===== src/rtl/if_stage.sv =====
// -----------------------------------------------------------------------------
// if_stage -- instruction-fetch stage of the RV32I core.
//
// Holds the program counter and fetches one 32-bit instruction word at a time
// over a request/acknowledge instruction-memory port. The fetched word is
// presented to decode together with its PC until decode accepts it. On
// acceptance the PC either advances by 4 or is redirected to a resolved
// branch/jump target. A misaligned target raises a sticky trap that only
// reset clears.
//
// Ports:
//   clk           in   1   clock, all state updates on the rising edge
//   rst           in   1   synchronous active-high reset
//   imem_req_o    out  1   fetch request (high only while fetching)
//   imem_addr_o   out  32  fetch byte address, always equal to pc_o
//   imem_ack_i    in   1   memory acknowledge, imem_rdata_i valid this cycle
//   imem_rdata_i  in   32  fetched instruction word
//   stall_i       in   1   decode/execute cannot accept this cycle
//   br_taken_i    in   1   held instruction redirects the PC
//   br_target_i   in   32  redirect target byte address
//   instr_data_o  out  32  held instruction, NOP_INSTR when nothing is valid
//   instr_valid_o out  1   instr_data_o/pc_o describe a valid instruction
//   pc_o          out  32  PC of the held or in-flight instruction
//   pc_plus4_o    out  32  pc_o + 4 (link value for JAL/JALR)
//   misalign_o    out  1   sticky misaligned-target trap flag
// -----------------------------------------------------------------------------
module if_stage #(
    parameter logic [31:0] RESET_PC  = 32'h0000_0000,
    parameter logic [31:0] NOP_INSTR = 32'h0000_0013
) (
    input  logic        clk,
    input  logic        rst,
    output logic        imem_req_o,
    output logic [31:0] imem_addr_o,
    input  logic        imem_ack_i,
    input  logic [31:0] imem_rdata_i,
    input  logic        stall_i,
    input  logic        br_taken_i,
    input  logic [31:0] br_target_i,
    output logic [31:0] instr_data_o,
    output logic        instr_valid_o,
    output logic [31:0] pc_o,
    output logic [31:0] pc_plus4_o,
    output logic        misalign_o
);

    typedef enum logic [1:0] {
        ST_START = 2'd0,
        ST_FETCH = 2'd1,
        ST_HOLD  = 2'd2,
        ST_TRAP  = 2'd3
    } state_t;

    state_t      state_r;
    state_t      state_s;
    logic [31:0] pc_r;
    logic [31:0] pc_s;
    logic [31:0] instr_r;
    logic [31:0] instr_s;
    logic        misalign_r;
    logic        misalign_s;

    // Registered copies of the decode-facing and memory-facing controls.
    logic        req_r;
    logic        valid_r;
    logic [31:0] data_out_r;

    // A target is unusable for a 32-bit fetch unless word aligned.
    function automatic logic is_misaligned(input logic [31:0] addr);
        return (addr[1:0] != 2'b00);
    endfunction

    // Next-state, next-PC and capture logic for the fetch FSM.
    always_comb begin
        state_s    = state_r;
        pc_s       = pc_r;
        instr_s    = instr_r;
        misalign_s = misalign_r;
        case (state_r)
            ST_START: begin
                state_s = ST_FETCH;
            end
            ST_FETCH: begin
                // Branch and stall inputs are meaningless until a word is held.
                if (imem_ack_i) begin
                    instr_s = imem_rdata_i;
                    state_s = ST_HOLD;
                end else begin
                    state_s = ST_FETCH;
                end
            end
            ST_HOLD: begin
                // A stall freezes everything; a pending redirect is simply
                // re-evaluated on the cycle decode finally accepts.
                if (!stall_i) begin
                    if (!br_taken_i) begin
                        pc_s    = pc_r + 32'd4;
                        state_s = ST_FETCH;
                    end else if (is_misaligned(br_target_i)) begin
                        // PC keeps the faulting instruction's address.
                        misalign_s = 1'b1;
                        state_s    = ST_TRAP;
                    end else begin
                        pc_s    = br_target_i;
                        state_s = ST_FETCH;
                    end
                end else begin
                    state_s = ST_HOLD;
                end
            end
            ST_TRAP: begin
                state_s = ST_TRAP;
            end
            default: begin
                state_s = ST_START;
            end
        endcase
    end

    // State, PC, capture and output registers; reset dominates every state.
    always_ff @(posedge clk) begin
        if (rst) begin
            state_r    <= ST_START;
            pc_r       <= RESET_PC;
            instr_r    <= NOP_INSTR;
            misalign_r <= 1'b0;
            req_r      <= 1'b0;
            valid_r    <= 1'b0;
            data_out_r <= NOP_INSTR;
        end else begin
            state_r    <= state_s;
            pc_r       <= pc_s;
            instr_r    <= instr_s;
            misalign_r <= misalign_s;
            // Outputs are registered from the next state so they line up
            // with state_r without combinational decode on the ports.
            req_r      <= (state_s == ST_FETCH);
            valid_r    <= (state_s == ST_HOLD);
            data_out_r <= (state_s == ST_HOLD) ? instr_s : NOP_INSTR;
        end
    end

    assign imem_req_o    = req_r;
    assign imem_addr_o   = pc_r;
    assign instr_valid_o = valid_r;
    assign instr_data_o  = data_out_r;
    assign pc_o          = pc_r;
    assign pc_plus4_o    = pc_r + 32'd4;
    assign misalign_o    = misalign_r;

endmodule


===== config.mk =====
export PLATFORM = sky130hd
export DESIGN_NAME = if_stage
export DESIGN_NICKNAME = d
export VERILOG_FILES = /design/src/rtl/if_stage.sv
export SDC_FILE = /design/constraint.sdc
export NUM_CORES = 1
export LEC_CHECK = 0
export ABC_AREA = 1
export CAP_MARGIN = 40
export CORE_MARGIN = 1
export CORE_UTILIZATION = 45
export DETAILED_ROUTE_END_ITERATION = 16
export GPL_ROUTABILITY_DRIVEN = 1
export GPL_TIMING_DRIVEN = 0
export PLACE_DENSITY = 0.86
export REMOVE_ABC_BUFFERS = 1
export SLEW_MARGIN = 20
export SYNTH_ARGS = -nofsm -noshare
export SYNTH_HDL_FRONTEND = slang
export SYNTH_SLANG_ARGS = --single-unit

===== constraint.sdc =====
create_clock -name clk -period 3.8 [get_ports clk]
set_clock_uncertainty 0.05 [all_clocks]
set_input_delay 0.76 -clock clk [delete_from_list [all_inputs] [get_ports clk]]
set_output_delay 0.76 -clock clk [all_outputs]
set_load 0.1 [all_outputs]

# Word-level counts from Yosys, hierarchy flattened
# Cells that the tools add are included.
totals:
  regBits: 101
  output_inout_bits: 131
  elab_cells: 30
op_classes:
  add_sub_neg: 1
  eq_ne: 6
  muxes: 9
  bitwise_logic: 2
  reduce_logical: 5
ops:
  columns: ["operator", "n"]
  rows:
  - ["$mux 32", 4]
  - ["$add 32x3->32 const B", 1]
  - ["$mux 2", 4]
  - ["$pmux 2 s4", 1]
  - ["$eq 2x2->1 const B", 3]
  - ["$eq 2x1->1 const B", 2]
  - ["$reduce_and 4->1", 1]
  - ["$reduce_and 3->1", 1]
  - ["$logic_not 2->1", 1]
  - ["$ne 2x2->1 const B", 1]
  - ["$not 1->1", 2]
  - ["$reduce_bool 2->1", 1]
  - ["$reduce_or 2->1", 1]

# Depth between registers and ports, before layout
# Gate-level depths: netlist of run 1.
depth:
  ltp_word: 8
  mapped_depth: 10
  depth_no_buf: 10

# Worst setup path after synthesis of run 1
# No wires, ideal clock.
synth_timing:
  path_type: "register -> output"
  start: "register pc_r[2] (netlist: imem_addr_o[2])"
  end: "output port pc_plus4_o[9]"
  arrival_ps: 3804
  t_required_ps: 2990
  path_slack_ps: -814
  path_stages_with_launch: 5
  path_buffers: 0
  cell_sequence: "dfxtp_1 > inv_1 > nor2_4 > nand2_4 > xnor2_1"
synth_via:
  elab_chain_len: 1
synth_lines:
  columns: ["item", "line_no", "source"]
  rows:
  - ["start: declaration", "56", "logic [31:0] pc_r;"]
  - ["start signal: assignment", "132", "pc_r <= pc_s;"]
  - ["$add 32x3->32", "148", "assign pc_plus4_o = pc_r + 32'd4;"]
  - ["end: declaration", "43", "output logic [31:0] pc_plus4_o,"]
# Every way passes these cells.

# Worst setup path in the final report of run 1
layout_timing:
  start: "register pc_r[24] (netlist: imem_addr_o[24])"
  end: "output port pc_plus4_o[27]"
# Same word-level chain as after synthesis.

==> reports/metrics.yaml, run 1 <==
timing:
  relSlewSlack_pct: 44.38
  slew_viol_final: 0
  tightest_slew_ns: 0.8324
  fmax_mhz: 276.8
  post-route-min-period_ns: 3.613
  fin_tns_setup_ns: 0
  finalSetupViolCount: 0
  hold_viol: 0
  finalCritPeriodShare_pct: 95.07
  setup_ws_ns: 0.1873
  rsz0062_at_grt: "no"
  hold_slack_ns: 0.4444
synth:
  synth_compound_area_share_pct: 7.281
  synth_flop_cell: "dfxtp_1"
  synth_most_common_cell: "nand2_1"
  synth-adder-area-share_pct: 0.2800
  synth_top_area_share_pct: 45.25
  yosys_warnings: 0
  ys_seq_elements: 101
  synth_area_leaders: "dfxtp_1 (45%), nand2_1 (11%), nor2_1 (8.1%), mux2i_1 (7.2%), buf_4 (6.2%)"
  synth-simple-area-share_pct: 26.07
  synth_edf_count: 0
  synthMuxAreaShare_pct: 7.169
  ys_seq_area_share_pct: 45.25
  netlist_instances: 559
  synth_area_per_cell_um2: 7.993
  synthTopCellsByCount: "nand2_1 (133), dfxtp_1 (101), nor2_1 (97), buf_4 (37), mux2i_1 (32)"
  synth_xor_area_share_pct: 3.416
  yosysTopAreaCell: "dfxtp_1"
  synth_cell_type_count: 28
  synth_top_family_by_area: "simple AND/OR/NAND/NOR gates"
  ys_async_sr_fraction_pct: 0
  netlist_area_um2: 4468
setup_path:
  reg2reg_depth: 8
  arrival_ns: 2.80
  rrSetupSlack_ns: 1.23
  critPathRequiredTime_ns: 2.99
  path_delay_family: "simple AND/OR/NAND/NOR gates"
  slowest_stage: "clkdlybuf4s50_1"
  crit_type: "reg2out"
  worst-path-buf-inv: 2
  crit_path_end_kind: "output port"
  crit_path_frequent_cell: "nand2_1"
  path_cells: "nand2_1, nor2_1, nand2_1, nor2_1, nand3_1, nand2_1, clkdlybuf4s50_1, buf_8"
  r2r_end: "imem_addr_o[3]"
  cp-start-kind: "flop"
  rr_startpoint: "state_r[0]"
  crit_fanout: 7
  cp_slowest_stage_delay_ns: 0.57
grt:
  busiest_layer: "met2"
  grt_pass1_vias: 5572
  gr-usage-met1_pct: 40.75
  grt_max_degree: 38
  grtUsageMet3_pct: 9.317
  grt_pass1_wl_mm: 29.55
  antenna_found_initial: 0
  grt.met2_usage_pct: 67.72
  grtUsageTotal_pct: 38.70
  gr-total-overflow: 0
clocking:
  cts_tree: "done"
  cts_sinks: 101
  htree_num_levels: 3
  cts_resized: 0
  holdBufCountCts: 0
  clk_pin_slew_ns: 0.10
  cts.path.max_buffers: 2
  root_buffer: "clkbuf_8"
  numCtsBuffers: 9
  clock_latency_ns: 0.38
  cts_setup_buffers: 0
pwr:
  p_sw_uw: 660.0
  p_comb_share_pct: 19.0
  p_clk_share_pct: 30.2
  cellPowerDensity_nw_per_um2: 249.2
  cellLeakagePower_nw: 3.572
  p_int_mw: 1.513
  peakVddDrop_mv: 0.2596
  switching_share_pct: 30.37
  seq_power_share_pct: 50.8
  power_mw: 2.173
placed_design:
  place_inst: 968
  gp_congestion: 0.9294
  io_buffers: 199
  placed_cell_area_um2: 8539
  pre_cts_ws_ns: 0.3831
  dpl.hpwl_mm: 14.59
layout:
  fin_area_um2: 8720
  drive_gt1_share_pct: 20.35
  area_growth_pct: 95.16
  layout.cells.non_filler: 983
  antenna_cells: 0
  final_nets: 916
  finish.utilization_pct: 90.04
floorplan:
  start_util_pct: 46.14
  die_w_um: 101.6
  io_pins: 200
  die_h_um: 101.6
  dieArea_um2: 10330
  core-area_um2: 9684
  num_rows: 36
detailed_routing:
  vias: 5315
  drcViolationCount: 0
  wire_per_inst_um: 19.42
  postRouteAntennaNets: 0
  vias_per_cell: 5.407
  dr.pass1.iters: 7
  drt-total-wl_mm: 19.09
  drtIter0Drc: 354
min_path:
  hold_end: "instr_r[0]"
  worst_hold_startpoint: "instr_r[0]"
  holdPathStages: 2
  hp-class: "reg2reg"
run:
  drv_cap: 0
outcome:
  outcome: "finished clean"
-- cell families after synthesis --
| family | after synthesis |
|---|---|
| flip-flops | 101 |
| XOR/XNOR | 14 |
| adder cells (fa/ha/maj) | 1 |
| multiplexers | 32 |
| AO/OA/AOI/OAI | 53 |
| buffers and inverters | 86 |
| AND/OR/NAND/NOR | 272 |
-- tightest hold or removal path, cell delays in order (launching register included) --
cell and delay, ns:
dfxtp_1 0.32, mux2i_1 0.08, nand2_1 0.06
-- how the worst max path moves through the flow --
stage / start / to / slack [ns] / depth (start not counted)
4_1_cts: imem_addr_o[3] / pc_plus4_o[28] / 0.32 / 9
3_3_place_gp: rst / instr_valid_o / -1.10 / 4
6_report: imem_addr_o[24] / pc_plus4_o[27] / 0.19 / 8
2_1_floorplan: imem_addr_o[2] / pc_plus4_o[9] / -1.77 / 4
5_1_grt: imem_addr_o[15] / pc_plus4_o[27] / 0.07 / 8
3_5_place_dp: br_taken_i / imem_addr_o[3] / 0.38 / 7
-- cells in the final DEF, fill, tap and decap left out, types with 3 or more instances in the layout --
cell	Yosys	final
nand2_2	3	5
nor2_4	9	11
nand3_1	12	12
dfxtp_1	101	101
xor2_2	4	4
nor2_1	97	95
a21oi_1	22	22
nor3_1	4	4
clkdlybuf4s50_1	0	198
clkbuf_8	0	9
nand3b_1	7	7
buf_8	0	113
xor2_1	6	6
mux2i_1	32	32
nand2_1	133	131
inv_1	29	29
and2_1	3	3
xnor2_1	4	4
a31oi_1	4	4
o21ai_0	4	4
buf_16	0	19
a22oi_1	21	21
-- flip-flops by register name (all words and copies together) (netlist names) --
register and flops:
instr_r 32, instr_data_o 32, instr_valid_o 1, misalign_o 1, state_r 2, imem_req_o 1
imem_addr_o 32
-- layout make-up --
cell class	instances	area, um^2
Timing Repair Buffer	333	4247
Sequential cell	101	2022
Multi-Input combinational cell	372	1996
Fill cell	352	964.7
Tap cell	133	166.4
Clock buffer	9	123.9
Inverter	29	108.9
Clock inverter	6	56.30
-- power by group through the flow --
stage	Combinational, mW	Clock, mW	Sequential [mW]
floorplan	0.0971	0	1.22
detailed placement	0.409	0	1.13
finish	0.413	0.657	1.10
global placement	0.324	0	1.12
CTS	0.412	0.660	1.10
global route	0.428	0.707	1.11
-- per-layer routing --
layer	vias up	routed length, um
met5	-	0
met4	0	1441
met3	128	1640
met2	409	9596
met1	2461	6410
li1	2317	-
No activity file was read; power rests on OpenSTA's default activity.
==> inputs of run 2 (changes only) <==
- CORE_UTILIZATION: 45 -> 25
- PLACE_DENSITY: 0.86 -> not set
==> reports/metrics.yaml, run 2 (same netlist as run 1, synthesis figures left out) <==
placed_design:
  io_buffers: 199  # unchanged
  placed_cell_area_um2: 8752  # was 8539 um^2
  dpl.hpwl_mm: 12.28  # was 14.59 mm
  gp_congestion: 0.7663  # was 0.9294
clocking:
  cts_resized: 0  # unchanged
  clock_latency_ns: 0.35  # was 0.38 ns
  numCtsBuffers: 9  # unchanged
  htree_num_levels: 3  # unchanged
  clk_pin_slew_ns: 0.08  # was 0.10 ns
  holdBufCountCts: 0  # unchanged
  cts_setup_buffers: 0  # unchanged
  cts_tree: "done"  # unchanged
  cts_sinks: 101  # unchanged
  root_buffer: "clkbuf_16"  # was clkbuf_8
  cts.path.max_buffers: 2  # unchanged
min_path:
  worst_hold_startpoint: "instr_r[4]"  # was instr_r[0]
  hold_end: "instr_r[4]"  # was instr_r[0]
  hp-class: "reg2reg"  # unchanged
  holdPathStages: 2  # unchanged
setup_path:
  r2r_end: "instr_data_o[0]"  # was imem_addr_o[3]
  rr_startpoint: "state_r[0]"  # unchanged
  rrSetupSlack_ns: 1.74  # was 1.23 ns
  cp-start-kind: "flop"  # unchanged
  crit_type: "reg2out"  # unchanged
  crit_path_end_kind: "output port"  # unchanged
  critPathRequiredTime_ns: 2.99  # about the same
  arrival_ns: 2.61  # was 2.80 ns
  reg2reg_depth: 7  # was 8
  crit_fanout: 6  # was 7
detailed_routing:
  vias_per_cell: 4.327  # was 5.407
  drcViolationCount: 0  # unchanged
  postRouteAntennaNets: 0  # unchanged
  drtIter0Drc: 148  # was 354
  dr.pass1.iters: 5  # was 7
  vias: 4656  # was 5315
  drt-total-wl_mm: 15.94  # was 19.09 mm
  wire_per_inst_um: 14.82  # was 19.42 um
grt:
  grt_max_degree: 60  # was 38
  grtUsageTotal_pct: 17.88  # was 38.70%
  grt_pass1_wl_mm: 25.23  # was 29.55 mm
  antenna_found_initial: 1  # was 0
  grt_pass1_vias: 4815  # was 5572
  gr-total-overflow: 0  # unchanged
timing:
  rsz0062_at_grt: "no"  # unchanged
  tightest_slew_ns: 0.7567  # was 0.8324 ns
  hold_viol: 0  # unchanged
  finalSetupViolCount: 0  # unchanged
  fin_tns_setup_ns: 0  # unchanged
  fmax_mhz: 292.0  # was 276.8 MHz
  relSlewSlack_pct: 49.37  # was 44.38%
  finalCritPeriodShare_pct: 90.13  # was 95.07%
  slew_viol_final: 0  # unchanged
  post-route-min-period_ns: 3.425  # was 3.613 ns
layout:
  area_growth_pct: 102.4  # was 95.16%
  final_common_cell: "clkdlybuf4s50_1"  # unchanged
  final_nets: 916  # unchanged
  drive_gt1_share_pct: 20.56  # was 20.35%
  antenna_cells: 0  # unchanged
  regArea_um2: 2022  # unchanged
  finish.utilization_pct: 52.11  # was 90.04%
  fill_cells: 1483  # was 352
  multi_input_area_um2: 1998  # was 1996 um^2
  final_cell_mix: "clkdlybuf4s50_1 (198), nand2_1 (130), buf_8 (105)"  # was clkdlybuf4s50_1 (198), nand2_1 (131), buf_8 (113)
  fin_area_um2: 9045  # was 8720 um^2
floorplan:
  io_pins: 200  # unchanged
  start_util_pct: 25.74  # was 46.14%
  dieArea_um2: 18410  # was 10330 um^2
  core-area_um2: 17360  # was 9684 um^2
  die_h_um: 135.7  # was 101.6 um
  num_rows: 48  # was 36
  die_w_um: 135.7  # was 101.6 um
pwr:
  cellLeakagePower_nw: 3.659  # was 3.572 nW
  p_comb_share_pct: 16.7  # was 19.0%
  switching_share_pct: 28.60  # was 30.37%
  p_clk_share_pct: 37.8  # was 30.2%
  seq_power_share_pct: 45.5  # was 50.8%
  peakVddDrop_mv: 0.2106  # was 0.2596 mV
  p_int_mw: 1.729  # was 1.513 mW
  p_sw_uw: 692.3  # was 660.0 uW
  cellPowerDensity_nw_per_um2: 267.6  # was 249.2 nW/um^2
outcome:
  outcome: "finished clean"  # unchanged
run:
  drv_cap: 0  # unchanged
==> run 2: cell types whose count changed in the layout (fill, tap and decap cells not counted), moves of 2 or more <==
cell       previous run  this run
buf_16               19        26
buf_8               113       105
clkbuf_16             0         9
clkbuf_8              9         0
inv_6                 1         3
==> run 2: routing by layer <==
layer  vias up  global-route usage (%)  share of wire (%)
li1       2317                       -                  -
met1      2154                   19.44                 39
met2       159                   32.60                 53
met3        24                   5.238                5.9
met4         2                   6.305                2.2
met5         -                       0              0.056
==> run 2: how the worst max path moves through the flow <==
stage	start	to	slack, ns	depth (start not counted)
after global routing	imem_addr_o[2]	pc_plus4_o[12]	0.21	8
after floorplan	imem_addr_o[2]	pc_plus4_o[9]	-1.77	4
final	imem_addr_o[2]	pc_plus4_o[12]	0.38	8
after CTS	imem_addr_o[2]	pc_plus4_o[12]	0.32	8
after global placement	rst	instr_valid_o	-1.60	4
after detailed placement	imem_addr_o[2]	pc_plus4_o[12]	0.73	8
==> run 2: area by class of cell <==
cell class                 instances  share of cell area (%)
timing repair buffer             333                   48.00
sequential                       101                   22.35
tap                              225                   3.112
inverter                          29                   1.203
clock buffer                       9                   2.490
multi-input combinational        372                   22.09
clock inverter                     7                  0.7470
==> run 2: power groups by stage <==
| stage | clock, mW | sequential (mW) | combinational (mW) |
|---|---|---|---|
| floorplan | 0 | 1.22 | 0.0971 |
| global placement | 0 | 1.12 | 0.332 |
| detailed placement | 0 | 1.13 | 0.408 |
| CTS | 0.953 | 1.10 | 0.409 |
| global route | 0.997 | 1.10 | 0.426 |
| finish | 0.916 | 1.10 | 0.404 |
==> run 2: critical path, cell delays in order (launching register included) <==
cell             delay, ns
dfxtp_1               0.44
ha_1                  0.22
nand2_1               0.10
nor2_4                0.14
nand2_2               0.17
nor2_4                0.22
xor2_2                0.18
clkdlybuf4s50_1       0.60
buf_16                0.19
==> run 2: through the flow <==
step                      setup WS (ns)  hold slack (ns)  total power, mW  cells
after floorplan                  -1.770           0.3845            1.320    502
after global placement           -1.604           0.4001            1.457    926
after detailed placement         0.7252           0.4003            1.533   1060
after CTS                        0.3189           0.4181            2.463   1076
after global routing             0.2138           0.4398            2.527   1076
final                            0.3750           0.4157            2.421   1076
